**src/rtl/uart_rx_pkg.sv**
```systemverilog
// Shared constants for the UART RX frame checker: FSM state encoding plus parity/stop selectors.
// Latency: n/a (declarations only).
// Backpressure: n/a (declarations only).
package uart_rx_pkg;

    // FSM state encoding
    localparam logic [2:0] ST_IDLE   = 3'd0;
    localparam logic [2:0] ST_DATA   = 3'd1;
    localparam logic [2:0] ST_PARITY = 3'd2;
    localparam logic [2:0] ST_STOP1  = 3'd3;
    localparam logic [2:0] ST_STOP2  = 3'd4;

    typedef enum logic [2:0] {
        S_IDLE   = ST_IDLE,
        S_DATA   = ST_DATA,
        S_PARITY = ST_PARITY,
        S_STOP1  = ST_STOP1,
        S_STOP2  = ST_STOP2
    } state_t;

    // par_typ values
    localparam logic PAR_EVEN = 1'b0;
    localparam logic PAR_ODD  = 1'b1;

    // stp_num values
    localparam logic STP_ONE  = 1'b0;
    localparam logic STP_TWO  = 1'b1;

endpackage

```
**src/rtl/uart_rx_err_counter.sv**
```systemverilog
// Saturating event counter: counts inc pulses, sticks at all-ones.
// Latency: cnt reflects an inc one clock later.
// Backpressure: none; inc is sampled every cycle.
//
// Ports: clk, rst (async active-high), inc (count enable), cnt (current count).
module uart_rx_err_counter #(
    parameter int CNT_WIDTH = 8
) (
    input  logic                 clk,
    input  logic                 rst,
    input  logic                 inc,
    output logic [CNT_WIDTH-1:0] cnt
);

    always_ff @(posedge clk or posedge rst) begin
        if (rst) begin
            cnt <= '0;
        end else if (inc && (cnt != {CNT_WIDTH{1'b1}})) begin
            cnt <= cnt + CNT_WIDTH'(1);
        end
    end

endmodule

```
**src/rtl/uart_rx_frame_check.sv**
```systemverilog
// UART RX frame checker: assembles DATA_WIDTH LSB-first data bits, checks optional parity and 1/2 stop bits.
// Latency: data_valid pulses the cycle after the final stop-bit strobe.
// Backpressure: none; one bit consumed per bit_valid strobe, frame_start always wins (aborts a frame in progress).
//
// Ports: clk, rst (async active-high); frame_start, bit_valid, sampled_bit from the data sampler;
//        par_en / par_typ / stp_num frame config (latched at frame_start);
//        rx_data, data_valid, par_err, stp_err, busy toward the system synchroniser.
// Optional: define UART_RX_ERR_CNT_EN to add saturating par_err_cnt / stp_err_cnt outputs.
module uart_rx_frame_check #(
    parameter int DATA_WIDTH = 8,
    parameter int CNT_WIDTH  = 8
) (
    input  logic                  clk,
    input  logic                  rst,
    input  logic                  frame_start,
    input  logic                  bit_valid,
    input  logic                  sampled_bit,
    input  logic                  par_en,
    input  logic                  par_typ,
    input  logic                  stp_num,
    output logic [DATA_WIDTH-1:0] rx_data,
    output logic                  data_valid,
    output logic                  par_err,
    output logic                  stp_err,
    output logic                  busy
`ifdef UART_RX_ERR_CNT_EN
    ,
    output logic [CNT_WIDTH-1:0]  par_err_cnt,
    output logic [CNT_WIDTH-1:0]  stp_err_cnt
`endif
);

    import uart_rx_pkg::*;

    localparam int CW = $clog2(DATA_WIDTH);
    localparam logic [CW-1:0] LAST_BIT = CW'(DATA_WIDTH - 1);

    if (DATA_WIDTH < 5 || DATA_WIDTH > 9 || CNT_WIDTH < 1) begin : g_bad_param
        $error("uart_rx_frame_check: parameter out of range");
    end

    state_t         state_q;
    state_t         state_d;
    logic [CW-1:0]  bit_cnt;
    logic           acc;
    logic           par_en_q;
    logic           par_typ_q;
    logic           stp_num_q;
    logic           par_err_d;
    logic           stp_err_d;
    logic           frame_end;

    assign busy = (state_q != S_IDLE);

    always_ff @(posedge clk or posedge rst) begin
        if (rst) begin
            state_q <= S_IDLE;
        end else begin
            state_q <= state_d;
        end
    end

    // Next state plus the error flags as they will stand after this edge.
    // frame_start takes priority over any bit_valid in the same cycle.
    always_comb begin
        state_d   = state_q;
        par_err_d = par_err;
        stp_err_d = stp_err;
        frame_end = 1'b0;
        if (frame_start) begin
            state_d   = S_DATA;
            par_err_d = 1'b0;
            stp_err_d = 1'b0;
        end else if (bit_valid) begin
            case (state_q)
                S_DATA: begin
                    if (bit_cnt == LAST_BIT) begin
                        state_d = par_en_q ? S_PARITY : S_STOP1;
                    end
                end
                S_PARITY: begin
                    par_err_d = sampled_bit ^ acc ^ (par_typ_q == PAR_ODD);
                    state_d   = S_STOP1;
                end
                S_STOP1: begin
                    stp_err_d = ~sampled_bit;
                    if (stp_num_q == STP_TWO) begin
                        state_d = S_STOP2;
                    end else begin
                        state_d   = S_IDLE;
                        frame_end = 1'b1;
                    end
                end
                S_STOP2: begin
                    // A bad first stop bit stays flagged regardless of the second.
                    stp_err_d = stp_err | ~sampled_bit;
                    state_d   = S_IDLE;
                    frame_end = 1'b1;
                end
                default: ;
            endcase
        end
    end

    always_ff @(posedge clk or posedge rst) begin
        if (rst) begin
            rx_data    <= '0;
            bit_cnt    <= '0;
            acc        <= 1'b0;
            par_en_q   <= 1'b0;
            par_typ_q  <= 1'b0;
            stp_num_q  <= 1'b0;
            par_err    <= 1'b0;
            stp_err    <= 1'b0;
            data_valid <= 1'b0;
        end else begin
            par_err    <= par_err_d;
            stp_err    <= stp_err_d;
            data_valid <= frame_end & ~par_err_d & ~stp_err_d;
            if (frame_start) begin
                par_en_q  <= par_en;
                par_typ_q <= par_typ;
                stp_num_q <= stp_num;
                acc       <= 1'b0;
                bit_cnt   <= '0;
            end else if (bit_valid && (state_q == S_DATA)) begin
                rx_data[bit_cnt] <= sampled_bit;
                acc              <= acc ^ sampled_bit;
                bit_cnt          <= bit_cnt + CW'(1);
            end
        end
    end

`ifdef UART_RX_ERR_CNT_EN
    // Increments only on a completed frame; an abort never reaches frame_end.
    logic par_inc;
    logic stp_inc;

    assign par_inc = frame_end & par_err_d;
    assign stp_inc = frame_end & stp_err_d;

    uart_rx_err_counter #(.CNT_WIDTH(CNT_WIDTH)) u_par_cnt (
        .clk (clk),
        .rst (rst),
        .inc (par_inc),
        .cnt (par_err_cnt)
    );

    uart_rx_err_counter #(.CNT_WIDTH(CNT_WIDTH)) u_stp_cnt (
        .clk (clk),
        .rst (rst),
        .inc (stp_inc),
        .cnt (stp_err_cnt)
    );
`endif

endmodule

```
**config.mk**
```make
export PLATFORM = sky130hd
export DESIGN_NAME = uart_rx_frame_check
export DESIGN_NICKNAME = d
export VERILOG_FILES = /design/src/rtl/uart_rx_pkg.sv /design/src/rtl/uart_rx_err_counter.sv /design/src/rtl/uart_rx_frame_check.sv
export SDC_FILE = /design/constraint.sdc
export NUM_CORES = 1
export LEC_CHECK = 0
export ABC_AREA = 1
export CAP_MARGIN = 5
export CORE_MARGIN = 2
export CORE_UTILIZATION = 40
export CTS_CLUSTER_DIAMETER = 120
export DETAILED_ROUTE_END_ITERATION = 6
export RECOVER_POWER = 25
export SETUP_SLACK_MARGIN = 0.1
export SLEW_MARGIN = 20
export SYNTH_ARGS = -nofsm -noshare
export SYNTH_HDL_FRONTEND = slang
export SYNTH_SLANG_ARGS = --single-unit
```
**constraint.sdc**
```tcl
create_clock -name clk -period 1.7 [get_ports clk]
set_input_delay 0.34 -clock clk [delete_from_list [all_inputs] [get_ports clk]]
set_output_delay 0.34 -clock clk [all_outputs]
set_load 0.02 [all_outputs]
```
==> summary.txt, run 1 <==
CP Data Required Time -> 1.36 ns
Count of input and output buffers -> 19
Leak -> 0.774 nW
Gate power share -> 0.354
Synth Instances -> 152
# rows -> 19
Worst VDD drop -> 622 µV
EDFF count, synth -> 0
First-pass GRT wire length -> 4420 µm
H-tree depth -> 1
Die H -> 57.8 µm
Num CTS Buffers -> 3
R2r setup slk -> 0.29 ns
Syn nets -> 162
Met1 usage -> 0.222
Tcrit/Tclk final -> 0.838
Register area share after synthesis -> 0.455
CTS tree -> done
RSZ-0062 raised after global routing -> no
Mapped Area -> 0.00116 mm²
Drt total wl -> 2350 µm
Finished Cell Area -> 0.00141 mm²
Top-count cell post-synth -> nand2_1
Initial Utilization -> 0.419
Slew @ Worst Pin -> 1.15 ns
Met2 usage in global routing -> 0.278
Worst-path clk slew -> 0.12 ns
# diodes -> 0
Power Internal -> 0.000836 W
Initial antenna violation count -> 0
CP max FO -> 3
Worst r2r dst -> state_q[1]$_DFFE_PP0P_
Post-synth ARST share -> 1.00
Placed Area -> 0.00140 mm²
GRT Resource Usage Total -> 0.169
DR vias -> 999
Final nets -> 189
Arrival time at the worst endpoint -> 1.08 ns
Worst slew margin -> 0.231
M3 GR Usage -> 0.0201
Drt drc -> 0
Switching share of power -> 0.380
Ratio of cells with drive above 1 in the final layout -> 0.118
Placer congestion estimate -> 0.869
Sink Count -> 21
Outcome -> completed
Largest net degree at the start of global routing -> 22
Chip Width -> 57.8 µm
Largest area contributor in the netlist -> dfrtp_1
FF-to-FF Start -> bit_cnt[0]$_DFFE_PP0P_
R2R depth -> 8
Hold_sp -> rx_data[3]$_DFFE_PP0P_
Ranking of synthesized cells by area -> dfrtp_1, nand2_1, nand3_1
Area fraction of the dominant cell type after synthesis -> 0.455
Max-Cap Viols -> 0
Final TNS setup -> 0 ns
Hold WC Path Type -> flop to flop
CTS Buffer Depth -> 2
Initial DRT Pass Iterations -> 4
Hold Path Sink -> rx_data[3]$_DFFE_PP0P_
Core area -> 0.00276 mm²
CP Capture Type -> output port
P per Cell Area -> 958 mW/mm²
Max-slew violations -> 0
Yosys synthesis warning count -> 0
WHS Path Cells -> 2
Sw Pwr -> 0.000513 W
Minimum clock period -> 1.42 ns
Overflow after GRT -> 0
CP Class -> flop to output port
Post-route antenna net violation count -> 0
Vias in the first global route -> 1,011
Worst-case clock skew -> 0.00584 ns
Clock network fraction of design power -> 0.188
Unique cell type count in the Yosys netlist -> 22
Syn avg cell area -> 7.61 µm²
Drt wl/cell -> 11.2 µm
Initial DRC count -> 28
Final Hold Fails -> 0
Top FF cell, synth -> dfrtp_1
Synthesis-to-finish area growth -> 21.8%
# hold bufs at CTS -> 0
Top cells by count, synth -> nand2_1, dfrtp_1, nand3_1
Layer with the highest usage -> met2
Fill count -> 287
Worst Setup Start Kind -> flop
# IOs -> 20
Clock Latency Late Sink -> 0.32 ns
Setup violators final -> 0
Fmax -> 0.702 GHz
Die area -> 0.00334 mm²
Root Driver -> clkbuf_4
Post-DP HPWL -> 1790 µm
Yosys reg bits -> 21
Sequential Power Share -> 0.458
Avg Vias per Cell -> 4.78
[per-stage QoR]
stage | power [W] | setup slack, ns | utilization | hold slack [ns] | instances
3_5_place_dp | 0.00115 | 0.114 | 0.509 | 0.461 | 205
3_3_place_gp | 0.00114 | 0.141 | 0.509 | 0.454 | 205
4_1_cts | 0.00137 | 0.0979 | 0.513 | 0.343 | 209
5_1_grt | 0.00144 | 0.0655 | 0.510 | 0.503 | 209
6_report | 0.00135 | 0.276 | 0.510 | 0.477 | 209
2_1_floorplan | 0.000984 | 0.417 | - | 0.317 | 152
[registers in the layout (all words and copies together) (netlist names)]
register and cells:
acc 1, bit_cnt 3, data_valid 1, par_en_q 1, par_err 1, par_typ_q 1
rx_data 8, state_q 3, stp_err 1, stp_num_q 1
[how the worst max path moves through the flow]
stage,from,endpoint,slack [ns]
2_1_floorplan,bit_cnt[0]$_DFFE_PP0P_,state_q[0]$_DFFE_PP0P_,0.42
3_3_place_gp,sampled_bit,data_valid$_DFF_PP0_,0.14
3_5_place_dp,bit_valid,rx_data[7]$_DFFE_PP0P_,0.11
4_1_cts,state_q[2]$_DFFE_PP0P_,busy,0.1
5_1_grt,rst,rx_data[7]$_DFFE_PP0P_,0.07
6_report,state_q[0]$_DFFE_PP0P_,busy,0.28
[routing by layer]
metal | wire, µm | share of wire | vias to the layer above
met5 | 0 | 0 | -
met4 | 46 | 0.020 | 0
met3 | 75 | 0.032 | 5
met2 | 1060 | 0.45 | 17
met1 | 1170 | 0.50 | 445
li1 | - | - | 532
[layout by cell type, fill, tap and decap left out, drive strengths merged, types with 2 or more instances in the layout]
cell            n
nand2          54
dfrtp          21
nand3          20
inv            18
nor2           16
dlygate4sd2    11
o21ai          10
clkdlybuf4s50   7
buf             6
clkbuf          5
clkinv          2
a21oi           2
ha              2
[power groups by stage]
| stage | Sequential [W] | Clock (W) | Combinational (W) |
|---|---|---|---|
| 2_1_floorplan | 0.000668 | 0 | 0.000316 |
| 3_5_place_dp | 0.000630 | 0 | 0.000516 |
| 6_report | 0.000617 | 0.000254 | 0.000478 |
| 3_3_place_gp | 0.000628 | 0 | 0.000510 |
| 4_1_cts | 0.000619 | 0.000260 | 0.000487 |
| 5_1_grt | 0.000628 | 0.000279 | 0.000537 |
[cell families (layout without fill, tap and decap cells)]
logic type | after synthesis | count (layout) | synth area share
buffers and inverters | 23 | 49 | 0.0931
AO/OA/AOI/OAI | 13 | 13 | 0.0584
flip-flops | 21 | 21 | 0.455
adder cells (fa/ha/maj) | 2 | 2 | 0.0216
AND/OR/NAND/NOR | 93 | 93 | 0.372
[what timing repair did]
action | 4_1_cts | 5_1_grt
resized for setup | 12 | 3
endpoints found under the setup margin | 12 | 1
setup buffers | 0 | 0
[cell type report]
type                    instances  area [µm²]  share of cell area
clock inverters                 1        5.00             0.00356
multi-input cells             108         523               0.372
repair buffers                 26         220               0.156
inverters                      19        72.6              0.0516
well taps                      31        38.8              0.0276
flip-flops and latches         21         526               0.373
clock buffers                   3        22.5              0.0160
[critical path: stages, from the launching register on]
cell	delay (ns)
dfrtp_1	0.43
nor2_4	0.14
nand2_1	0.06
clkbuf_2	0.15
No activity file was read; power rests on OpenSTA's default activity.
==> run 2: changes to the inputs <==
--- a/config.mk
+++ b/config.mk
@@ -11,6 +11,7 @@
 export CORE_UTILIZATION = 40
 export CTS_CLUSTER_DIAMETER = 120
 export DETAILED_ROUTE_END_ITERATION = 6
+export PLACE_DENSITY = 0.66
 export RECOVER_POWER = 25
 export SETUP_SLACK_MARGIN = 0.1
 export SLEW_MARGIN = 20
==> constraint.sdc (replaced) <==
create_clock -name clk -period 1.25 [get_ports clk]
set_input_delay 0.25 -clock clk [delete_from_list [all_inputs] [get_ports clk]]
set_output_delay 0.25 -clock clk [all_outputs]
set_load 0.02 [all_outputs]
==> summary.txt, run 2 (synthesis results as in run 1) <==
Final Hold Fails -> 0 (unchanged)
Final nets -> 212 (+12%)
Largest delay contributor family on the critical path -> simple AND/OR/NAND/NOR gates
Number of flip-flops in the largest register -> 8 (unchanged)
Largest Register -> rx_data
# IOs -> 20 (unchanged)
Most frequent cells in the layout -> nand2_1, buf_4, dfrtp_1, nand3_1, inv_1
Clock network fraction of design power -> 0.152 (-0.036)
Outcome -> finished, violations left
Fill count -> 244 (-15%)
Drt drc -> 0 (unchanged)
CTS tree -> done
Die area -> 0.00334 mm² (unchanged)
First-pass GRT wire length -> 4640 µm (+5.0%)
CP Capture Type -> flop
Sw Pwr -> 0.000890 W (+74%)
Gate power share -> 0.484 (+0.130)
Worst VDD drop -> 934 µV (+50%)
Failing checks -> setup timing
Register area -> 526 µm² (unchanged)
Post-route antenna net violation count -> 0 (unchanged)
Setup violators final -> 14 (+14)
Sequential Power Share -> 0.363 (-0.095)
Core area -> 0.00276 mm² (unchanged)
CP max FO -> 6 (+3)
Post-DP HPWL -> 1940 µm (+8.5%)
R2R depth -> 8 (unchanged)
Fin util -> 0.622 (+0.111)
Die H -> 57.8 µm (unchanged)
CTS Buffer Depth -> 2 (unchanged)
Fmax -> 0.744 GHz
Initial antenna violation count -> 0 (unchanged)
Hold WC Path Type -> input pin to async pin
Worst-path clk slew -> 0.13 ns (about the same)
CP Data Required Time -> 1.47 ns (+0.11 ns)
Final worst slack -> -0.0950 ns (-0.371 ns)
Count of input and output buffers -> 19 (unchanged)
Avg Vias per Cell -> 4.75 (-0.63%)
Initial DRC count -> 38 (+36%)
Sink Count -> 21 (unchanged)
Fin Hold WS -> 0.462 ns (-0.0156 ns)
Initial DRT Pass Iterations -> 4 (unchanged)
Ratio of cells with drive above 1 in the final layout -> 0.388 (+0.270)
Drt total wl -> 2840 µm (+21%)
Minimum clock period -> 1.34 ns
CP Depth -> 8 (+5)
Crit path max-delay cell type -> dfrtp_1
Vias in the first global route -> 1,038 (+2.7%)
Leak -> 0.889 nW (+15%)
Placed Area -> 0.00149 mm² (+6.4%)
Worst path max stage delay -> 0.42 ns (about the same)
Power Internal -> 0.00143 W (+71%)
H-tree depth -> 1 (unchanged)
Slew @ Worst Pin -> 0.525 ns (-0.628 ns)
Area occupied by multi-input gates -> 631 µm² (+21%)
Worst Setup Start Kind -> flop
Most common cell after layout, fill and taps aside -> nand2_1
Initial Utilization -> 0.419 (unchanged)
Finished Cell Area -> 0.00171 mm² (+22%)
Chip Width -> 57.8 µm (unchanged)
CP Class -> flop to flop
CP Cell Sequence -> buf_6 > inv_4 > nor3_4 > nand2_4 > nor2_4 > nand2_1 > nand2_1 > nand2_1
# hold bufs at CTS -> 0 (unchanged)
RSZ-0062 raised after global routing -> yes
Worst-case clock skew -> 0.0122 ns (+0.00638 ns)
Tcrit/Tclk final -> 1.08
# diodes -> 0 (unchanged)
Clock Latency Late Sink -> 0.32 ns (about the same)
Placer congestion estimate -> 0.838 (-3.6%)
Synthesis-to-finish area growth -> 48.3%
# rows -> 19 (unchanged)
GRT Resource Usage Total -> 0.182 (+0.0124)
Overflow after GRT -> 0 (unchanged)
Largest net degree at the start of global routing -> 22 (unchanged)
P per Cell Area -> 1350 mW/mm² (+41%)
Largest registers -> rx_data x8, bit_cnt x3, state_q x3
Root Driver -> clkbuf_4
Buffers and inverters on the worst path -> 2 (+1)
Switching share of power -> 0.384 (+0.00386)
Num CTS Buffers -> 3 (unchanged)
Drt wl/cell -> 12.2 µm (+8.8%)
Arrival time at the worst endpoint -> 1.56 ns (+0.48 ns)
Most frequent cell on the critical path -> nand2_1
Worst slew margin -> 0.650 (+0.419)
Max-Cap Viols -> 0 (unchanged)
DR vias -> 1,102 (+10%)
Max-slew violations -> 0 (unchanged)
run 2: final timing paths:
| check | from | endpoint | slack [ns] |
|---|---|---|---|
| min in group clk | par_typ | par_typ_q$_DFFE_PP0P_ | 0.48 |
| max | state_q[0]$_DFFE_PP0P_ | rx_data[1]$_DFFE_PP0P_ | -0.09 |
| min reg2reg | rx_data[1]$_DFFE_PP0P_ | rx_data[1]$_DFFE_PP0P_ | 0.49 |
| min | rst | data_valid$_DFF_PP0_ | 0.46 |
| max reg2reg | state_q[0]$_DFFE_PP0P_ | rx_data[1]$_DFFE_PP0P_ | -0.09 |
| max in group asynchronous | rst | bit_cnt[2]$_DFFE_PP0P_ | 0.42 |
run 2: final cells by class:
| type | count | area share |
|---|---|---|
| clock buffers | 3 | 0.0131 |
| clock inverters | 1 | 0.00438 |
| inverters | 19 | 0.0438 |
| multi-input cells | 108 | 0.368 |
| flip-flops and latches | 21 | 0.307 |
| well taps | 31 | 0.0226 |
| repair buffers | 49 | 0.242 |
run 2: routing by layer:
| metal | global-route usage | vias up | wire [µm] |
|---|---|---|---|
| met5 | 0 | - | 0 |
| met4 | 0.0498 | 0 | 43 |
| met3 | 0.0469 | 5 | 107 |
| met2 | 0.287 | 20 | 1460 |
| met1 | 0.249 | 503 | 1230 |
| li1 | - | 574 | - |
run 2: power by group through the flow:
| stage | combinational (W) | sequential (W) | clock (W) |
|---|---|---|---|
| after detailed placement | 0.000779 | 0.000846 | 0 |
| after floorplan | 0.000443 | 0.000908 | 0 |
| after global placement | 0.000766 | 0.000842 | 0 |
| after CTS | 0.000876 | 0.000836 | 0.000365 |
| final | 0.00112 | 0.000842 | 0.000353 |
| after global routing | 0.00121 | 0.000850 | 0.000383 |
run 2: timing repair:
action / 4_1_cts / 5_1_grt
buffers inserted: 6 / 6
setup endpoints to repair: 29 / 28
pin swaps: 11 / 12
gates cloned: 0 / 0
resized for setup: 63 / 34
run 2: stage by stage:
step	std cells	setup TNS, ns	total power [W]	setup slack [ns]
2_1_floorplan	152	0	0.00135	0.0159
3_3_place_gp	216	-3.06	0.00161	-0.204
3_5_place_dp	216	-3.45	0.00163	-0.244
4_1_cts	226	-0.684	0.00208	-0.0967
5_1_grt	232	-1.92	0.00245	-0.173
6_report	232	-0.849	0.00232	-0.0950
run 2: worst register-to-register path, cell delays in order, from the launching register on:
cell and delay, ns:
dfrtp_1 0.42, buf_6 0.14, inv_4 0.04, nor3_4 0.22, nand2_4 0.10, nor2_4 0.15, nand2_1 0.06, nand2_1 0.07
nand2_1 0.04
==> run 3: changes to the inputs <==
--- a/config.mk
+++ b/config.mk
@@ -7,13 +7,14 @@
 export LEC_CHECK = 0
 export ABC_AREA = 1
 export CAP_MARGIN = 5
+export CORE_ASPECT_RATIO = 0.7
 export CORE_MARGIN = 2
 export CORE_UTILIZATION = 40
 export CTS_CLUSTER_DIAMETER = 120
 export DETAILED_ROUTE_END_ITERATION = 6
+export GPL_TIMING_DRIVEN = 1
 export PLACE_DENSITY = 0.66
 export RECOVER_POWER = 25
-export SETUP_SLACK_MARGIN = 0.1
 export SLEW_MARGIN = 20
 export SYNTH_ARGS = -nofsm -noshare
 export SYNTH_HDL_FRONTEND = slang
==> summary.txt, run 3 (synthesis results as in run 1) <==
Initial antenna violation count -> 0 (unchanged)
Drt wl/cell -> 12.8 µm (+4.9%)
Post-DP HPWL -> 2050 µm (+5.8%)
Power Internal -> 0.00144 W (+0.97%)
Sequential Power Share -> 0.367 (+0.004)
# rows -> 16 (-3)
Outcome -> finished, violations left
Switching share of power -> 0.365 (-0.0184)
Number of flip-flops in the largest register -> 8 (unchanged)
Failing checks -> setup timing
Overflow after GRT -> 0 (unchanged)
Die area -> 0.00334 mm² (+0.21%)
Initial DRT Pass Iterations -> 4 (unchanged)
Minimum clock period -> 1.36 ns (+0.0114 ns)
Die H -> 49.0 µm (-15%)
Num CTS Buffers -> 3 (unchanged)
Ratio of cells with drive above 1 in the final layout -> 0.273 (-0.115)
Drt drc -> 0 (unchanged)
Initial DRC count -> 27 (-29%)
Largest registers -> rx_data x8, bit_cnt x3, state_q x3
Most frequent cell on the critical path -> buf_6
Count of input and output buffers -> 19 (unchanged)
Largest delay contributor family on the critical path -> flip-flops
Vias in the first global route -> 995 (-4.1%)
Buffers and inverters on the worst path -> 2 (unchanged)
Hold WC Path Type -> flop to flop
CP Depth -> 4 (-4)
Worst-case clock skew -> 0.00345 ns (-0.00876 ns)
H-tree depth -> 1 (unchanged)
CP max FO -> 2 (-4)
Leak -> 0.862 nW (-2.9%)
Worst path max stage delay -> 0.40 ns (-0.02 ns)
Clock network fraction of design power -> 0.200 (+0.048)
Placer congestion estimate -> 0.841 (+0.36%)
CTS tree -> done
Tcrit/Tclk final -> 1.09 (+0.00916)
Fill count -> 243 (-0.41%)
Largest net degree at the start of global routing -> 22 (unchanged)
Setup violators final -> 13 (-1)
Gate power share -> 0.433 (-0.051)
First-pass GRT wire length -> 4480 µm (-3.6%)
Final Hold Fails -> 0 (unchanged)
Max-Cap Viols -> 0 (unchanged)
Drt total wl -> 2950 µm (+3.9%)
CP Cell Sequence -> buf_6 > nor2_4 > nand2_2 > buf_6
Most frequent cells in the layout -> nand2_1, dfrtp_1, nand3_1, inv_1, buf_4
Sw Pwr -> 0.000830 W (-6.7%)
Chip Width -> 68.3 µm (+18%)
R2R depth -> 7 (-1)
CP Capture Type -> output port
Final nets -> 205 (-3.3%)
Clock Latency Late Sink -> 0.26 ns (-0.06 ns)
Fin cells -> 230 (-0.86%)
Avg Vias per Cell -> 5.00 (+5.2%)
Initial Utilization -> 0.415 (-0.00377)
CTS Buffer Depth -> 2 (unchanged)
Max-slew violations -> 0 (unchanged)
Placed insts -> 220 (+1.9%)
Worst-path clk slew -> 0.08 ns (-0.05 ns)
Synthesis-to-finish area growth -> 43.7%
Core area -> 0.00278 mm² (+0.91%)
Arrival time at the worst endpoint -> 1.11 ns (-0.45 ns)
Final worst slack -> -0.106 ns (-0.0114 ns)
Worst slew margin -> 0.637 (-0.0134)
RSZ-0062 raised after global routing -> yes
Final TNS setup -> -0.572 ns (+0.277 ns)
Largest Register -> rx_data
P per Cell Area -> 1370 mW/mm² (+1.1%)
Worst Setup Start Kind -> flop
Worst VDD drop -> 850 µV (-9.0%)
# IOs -> 20 (unchanged)
Root Driver -> clkbuf_8
DR vias -> 1,149 (+4.3%)
Post-route antenna net violation count -> 0 (unchanged)
GRT Resource Usage Total -> 0.180 (-0.00188)
Place WS -> -0.246 ns (-0.00265 ns)
# hold bufs at CTS -> 0 (unchanged)
Crit path max-delay cell type -> dfrtp_1
Slew @ Worst Pin -> 0.545 ns (+0.0202 ns)
Sink Count -> 21 (unchanged)
Fmax -> 0.737 GHz (-0.84%)
WHS Path Cells -> 2
CP Class -> flop to output port
Most common cell after layout, fill and taps aside -> nand2_1
# diodes -> 0 (unchanged)
CP Data Required Time -> 1.00 ns (-0.47 ns)
run 3: power by group through the flow:
| stage | clock network (W) | logic, W | registers (W) |
|---|---|---|---|
| finish | 0.000454 | 0.000984 | 0.000834 |
| global route | 0.000497 | 0.00106 | 0.000846 |
| CTS | 0.000460 | 0.000766 | 0.000837 |
| detailed placement | 0 | 0.000773 | 0.000849 |
| global placement | 0 | 0.000755 | 0.000842 |
| floorplan | 0 | 0.000433 | 0.000908 |
run 3: repair_timing:
item	4_1_cts	5_1_grt
pin swaps	4	9
buffers inserted	0	6
resized for setup	22	24
endpoints found under the setup margin	26	21
run 3: through the flow:
stage	utilization	hold slack (ns)	total power [W]	area (µm²)
detailed placement	0.534	0.468	0.00162	1490
CTS	0.553	0.325	0.00206	1540
floorplan	-	0.227	0.00134	1160
global route	0.597	0.493	0.00240	1660
finish	0.597	0.477	0.00227	1660
global placement	0.534	0.457	0.00160	1490
run 3: worst paths after layout:
kind	to	slack (ns)	startpoint
hold reg to reg	rx_data[2]$_DFFE_PP0P_	0.48	rx_data[2]$_DFFE_PP0P_
setup reg to reg	rx_data[1]$_DFFE_PP0P_	-0.06	state_q[2]$_DFFE_PP0P_
hold / removal	rx_data[2]$_DFFE_PP0P_	0.48	rx_data[2]$_DFFE_PP0P_
min in group asynchronous	rx_data[3]$_DFFE_PP0P_	0.55	rst
setup / recovery	busy	-0.11	state_q[1]$_DFFE_PP0P_
max in group asynchronous	bit_cnt[1]$_DFFE_PP0P_	0.34	rst
run 3: layout make-up:
class / instances / area, µm² / share of cell area
Multi-Input combinational cell: 108 / 587 / 0.353
Clock buffer: 4 / 45.0 / 0.0271
Inverter: 19 / 75.1 / 0.0452
Timing Repair Buffer: 42 / 384 / 0.231
Tap cell: 36 / 45.0 / 0.0271
Sequential cell: 21 / 526 / 0.316
run 3: layer usage:
metal	part of all wire	global-route usage
met1	0.45	0.253
met5	0	0
met4	0.015	0.0733
met2	0.49	0.264
met3	0.042	0.0439
run 3: worst register-to-register path: stages, from the launching register on:
cell	delay [ns]
dfrtp_1	0.40
buf_6	0.14
nor3_4	0.23
nand2_4	0.10
nor2_4	0.15
nand2_1	0.07
nand2_1	0.06
nand2_1	0.05
